File: config.mk
export PLATFORM = sky130hd
export DESIGN_NAME = return_stack
export DESIGN_NICKNAME = d
export VERILOG_FILES = /design/src/rtl/tau_pkg.sv /design/src/rtl/stack_regfile.sv /design/src/rtl/return_stack.sv
export SDC_FILE = /design/constraint.sdc
export NUM_CORES = 1
export LEC_CHECK = 0
export CAP_MARGIN = 20
export CORE_ASPECT_RATIO = 0.75
export CORE_UTILIZATION = 53
export CTS_BUF_LIST = sky130_fd_sc_hd__clkbuf_8
export DETAILED_ROUTE_END_ITERATION = 10
export GPL_TIMING_DRIVEN = 0
export PLACE_DENSITY = 0.86
export SLEW_MARGIN = 20
export SYNTH_ARGS = -nofsm -noshare
export SYNTH_HDL_FRONTEND = slang
export SYNTH_HIERARCHICAL = 1
export SYNTH_SLANG_ARGS = --single-unit
File: constraint.sdc
create_clock -name clock -period 2.54 [get_ports clock]
set_clock_uncertainty 0.05 [all_clocks]
set_input_delay 0.508 -clock clock [delete_from_list [all_inputs] [get_ports clock]]
set_output_delay 0.508 -clock clock [all_outputs]
set_load 0.05 [all_outputs]
File: src/rtl/tau_pkg.sv
// Shared definitions for the tau processor return-address stack.
package tau_pkg;

   localparam int ADDR_WIDTH = 8;

   // Stack operation decoded from {push, pop}.
   typedef enum logic [1:0] {
      NONE    = 2'b00,
      POP     = 2'b01,
      PUSH    = 2'b10,
      REPLACE = 2'b11
   } stack_op_t;

   function automatic stack_op_t decode_op(input logic push, input logic pop);
      return stack_op_t'({push, pop});
   endfunction

endpackage

File: src/rtl/stack_regfile.sv
// DEPTH x WIDTH register array: one synchronous write port, one asynchronous read port.
module stack_regfile #(
   parameter int WIDTH = 8,
   parameter int DEPTH = 8,
   localparam int AW = $clog2(DEPTH)
) (
   input  logic             clock,
   input  logic             write_en,
   input  logic [AW-1:0]    write_addr,
   input  logic [WIDTH-1:0] write_data,
   input  logic [AW-1:0]    read_addr,
   output logic [WIDTH-1:0] read_data
);

   logic [WIDTH-1:0] mem [DEPTH];

   // Storage is never reset; entries are only meaningful below the stack pointer.
   always_ff @(posedge clock) begin
      if (write_en) mem[write_addr] <= write_data;
   end

   assign read_data = mem[read_addr];

endmodule

File: src/rtl/return_stack.sv
// Return-address stack: push on call, combinational top-of-stack for return.
module return_stack
   import tau_pkg::*;
#(
   parameter int WIDTH = ADDR_WIDTH,
   parameter int DEPTH = 8,
   localparam int AW = $clog2(DEPTH),
   localparam int LW = AW + 1
) (
   input  logic             clock,
   input  logic             reset,
   input  logic             enable,
   input  logic             push,
   input  logic             pop,
   input  logic             clear,
   input  logic [WIDTH-1:0] push_value,
   output logic [WIDTH-1:0] pop_value,
   output logic [LW-1:0]    level,
   output logic             empty,
   output logic             full,
   output logic             overflow,
   output logic             underflow
);

   logic [LW-1:0]    sp;
   logic [LW-1:0]    sp_next;
   logic [LW-1:0]    sp_minus_one;
   logic [AW-1:0]    top_idx;
   logic             write_en;
   logic [AW-1:0]    write_addr;
   logic             set_overflow;
   logic             set_underflow;
   logic [WIDTH-1:0] read_data;
   stack_op_t        op;

   assign op           = decode_op(push, pop);
   assign empty        = (sp == '0);
   assign full         = (sp == LW'(DEPTH));
   assign level        = sp;
   assign sp_minus_one = sp - LW'(1);
   // Index of the top entry; garbage when empty, but pop_value masks that case.
   assign top_idx      = sp_minus_one[AW-1:0];
   assign pop_value    = empty ? '0 : read_data;

   stack_regfile #(.WIDTH(WIDTH), .DEPTH(DEPTH)) u_regfile (
      .clock      (clock),
      .write_en   (write_en),
      .write_addr (write_addr),
      .write_data (push_value),
      .read_addr  (top_idx),
      .read_data  (read_data)
   );

   // Next stack pointer, memory write and flag requests for the decoded op.
   always_comb begin
      sp_next       = sp;
      write_en      = 1'b0;
      write_addr    = sp[AW-1:0];
      set_overflow  = 1'b0;
      set_underflow = 1'b0;
      unique case (op)
         PUSH: begin
            if (full) begin
               set_overflow = 1'b1;
            end else begin
               write_en = 1'b1;
               sp_next  = sp + LW'(1);
            end
         end
         POP: begin
            if (empty) set_underflow = 1'b1;
            else       sp_next       = sp_minus_one;
         end
         REPLACE: begin
            write_en = 1'b1;
            if (empty) begin
               // Return with nothing to return to, but the call still lands.
               set_underflow = 1'b1;
               write_addr    = '0;
               sp_next       = LW'(1);
            end else begin
               write_addr = top_idx;
            end
         end
         default: ;
      endcase
      // Writes are suppressed while held in reset or stalled.
      write_en = write_en & enable & reset;
   end

   // Stack pointer and sticky flags; clear wins over a same-cycle set and ignores enable.
   always_ff @(posedge clock) begin
      if (!reset) begin
         sp        <= '0;
         overflow  <= 1'b0;
         underflow <= 1'b0;
      end else begin
         if (enable) sp <= sp_next;
         if (clear) begin
            overflow  <= 1'b0;
            underflow <= 1'b0;
         end else if (enable) begin
            if (set_overflow)  overflow  <= 1'b1;
            if (set_underflow) underflow <= 1'b1;
         end
      end
   end

endmodule

==> impl_metrics.py <==
metrics = {
    "outcome": {
        "status": "complete, but fails checks",
        "violations": "setup timing",
    },
    "timing": {
        "fin_ws_ps": -278,
        "tightest_slew_ps": 629,
        "hold_ws_ps": 444,
        "setup_tns_ps": -6310,
        "max_clock_freq_mhz": 355,
        "period_share_pct": 111,
        "rsz0062_at_grt": "yes",
        "period_minus_slack_ps": 2820,
        "setup_viol": 40,
        "hold_viol": 0,
        "max_slew_margin_pct": 57.8,
        "slew_violations": 0,
    },
    "finish": {
        "nets": 257,
        "area_delta_synth_final_pct": 26.1,
        "n_antenna_cell": 0,
        "utilization_pct": 69.2,
        "drive_gt1_share_pct": 36.3,
    },
    "floorplan": {
        "rows": 24,
        "die_h_um": 69.1,
        "io_pins": 30,
        "start_util_pct": 54.8,
        "core-area_um2": 5800,
        "die_x_um": 91.4,
        "die-area_um2": 6310,
    },
    "clock_network": {
        "insertion_delay_ps": 340,
        "cts_buffer_depth": 2,
        "h-tree-depth": 3,
        "root_buffer": "clkbuf_8",
        "cts_tree": "built",
        "cts_buffers": 9,
        "cts.sinks": 70,
        "path_clk_slew_ps": 70,
    },
    "logic_synthesis": {
        "synth_seq_cells": 70,
        "synth_top_cell_by_area": "edfxtp_1",
        "ys_types": 40,
        "ys_async_sr_fraction_pct": 0,
        "synth_common_cells": "64 x edfxtp_1, 15 x mux4_1, 15 x nor2_1",
        "synth_cells": 194,
        "yosys_most_used_dff": "edfxtp_1",
        "synthesis.area_um2": 3180,
        "synth_area_leaders": "edfxtp_1 60%, mux4_1 12%, dfxtp_1 3.8%",
        "syn_nets": 211,
        "synth_top_area_share_pct": 60.5,
        "synth_most_common_cell": "edfxtp_1",
        "ys_seq_area_share_pct": 64.3,
        "syn_avg_cell_area_um2": 16.4,
        "synth_edf_count": 64,
        "ys_warn_count": 6,
    },
    "power_and_ir_drop": {
        "p_switching_mw": 0.924,
        "power.static_leakage_nw": 1.39,
        "power_density_nw_per_um2": 746,
        "max-vdd-ir-drop_v": 0.000452,
        "p_int_mw": 2.07,
        "swShare_pct": 30.9,
        "design_power_total_mw": 2.99,
        "clockPowerShare_pct": 25.7,
        "p_seq_share_pct": 43.1,
        "pwr-share-comb_pct": 31.2,
    },
    "worst_setup_path": {
        "worst-path-max-fanout": 6,
        "crit_arrival_ps": 2260,
        "worstSetupPathType": "reg2out",
        "crit_required_ps": 1980,
        "worstSetupEndpointType": "primary output",
        "start_kind": "register",
    },
    "detailed_routing": {
        "ant_nets": 0,
        "routed_via_density": 5.96,
        "drc": 0,
        "wl_per_cell_um": 20.1,
        "dr.pass1.iters": 4,
        "drt_iter0_drc": 250,
        "vias": 1926,
        "wirelength_um": 6500,
    },
    "global_routing": {
        "grt_max_degree": 14,
        "overflow": 0,
        "antenna_found_initial": 0,
        "grt_first_pass_wirelength_um": 10100,
        "gr-usage-all-layers_pct": 22.6,
        "grt_pass1_vias": 1908,
    },
    "flow_run": {
        "max_cap_violations": 0,
    },
    "placed_design": {
        "io_buffers": 29,
        "place.gp.congestion": 0.827,
        "dp_slack_ps": -862,
        "hpwlAfterDp_um": 4020,
    },
    "min_path": {
        "min_path_type": "reg2reg",
    },
}
## flip-flops by register name, summed over array words and instances (netlist names)
register       cells
u_regfile/mem     64
level              4
overflow           1
underflow          1
## final timing paths
path         slack (ps)                             to                  start  depth (start not counted)
min                 440          overflow$_SDFFE_PP0P_  overflow$_SDFFE_PP0P_                          2
min reg2reg         440          overflow$_SDFFE_PP0P_  overflow$_SDFFE_PP0P_                          2
max                -280                   pop_value[2]  level[0]$_SDFFE_PN0P_                          9
max reg2reg        -160  u_regfile/mem[6][7]$_DFFE_PP_  level[0]$_SDFFE_PN0P_                          8
## kinds of logic (layout without fill, tap and decap cells)
logic type,count (synthesis),in the layout,share of synthesized area (%)
muxes,26,26,16.6
and+or+nand+nor,52,52,8.62
AOI/OAI and AO/OA,24,24,5.43
DFF,70,70,64.3
xor gates and xnor gates,3,3,0.827
adders and majority gates,3,3,1.18
buffers and inverters,16,67,3.07
## metal layers
layer | vias to the layer above | wire, µm | track usage, %
li1 | 862 | - | -
met1 | 946 | 2630 | 30.1
met2 | 106 | 3200 | 34.4
met3 | 12 | 568 | 7.06
met4 | 0 | 104 | 10.2
met5 | - | 0 | 0
## cells in the final DEF, fill, tap and decap left out, drive strengths merged, types with 3 or more instances in the layout
cell and instances:
nor2b 9, a21oi 3, o21ai 7, nor2 15, mux4 16, edfxtp 64, nand2 8, mux2 9
clkbuf 12, a21boi 3, clkinv 5, buf 22, nor3 5, xor2 3, inv 6, dfxtp 6
clkdlybuf4s50 19, nand2b 6, ha 3
## metrics by stage
stage          area, µm²  std cells
5_1_grt             4010        323
3_3_place_gp        3620        301
4_1_cts             3960        321
6_report            4010        323
2_1_floorplan       3230        194
3_5_place_dp        3630        301
## cell type report
cell class / count / area, µm²
Clock inverter: 7 / 51.3
Tap cell: 78 / 97.6
Buffer: 9 / 103
Timing Repair Buffer: 36 / 392
Clock buffer: 9 / 124
Multi-Input combinational cell: 108 / 1160
Inverter: 6 / 27.5
Fill cell: 351 / 1790
Sequential cell: 70 / 2050
## critical path, stage by stage, from the launching register on
cell,delay (ps)
dfxtp_4,350
inv_4,70
ha_4,140
xor2_2,160
clkbuf_8,190
buf_8,130
mux4_2,310
mux2_4,290
nor2b_4,130
buf_6,150
## repair_timing
action,in CTS,in global routing
setup buffers,4,1
hold buffers,0,0
pin swaps,2,1
endpoints found under the setup margin,74,73
cloned,1,1
resized for setup,96,11
## power groups by stage
stage          logic, mW  registers (mW)  clock network, mW
2_1_floorplan      0.509            1.34                  0
3_3_place_gp       0.727            1.32                  0
3_5_place_dp       0.743            1.32                  0
4_1_cts            0.899            1.29              0.798
5_1_grt            0.979            1.29              0.839
6_report           0.934            1.29              0.768
Power figures use the tool's default switching activity.
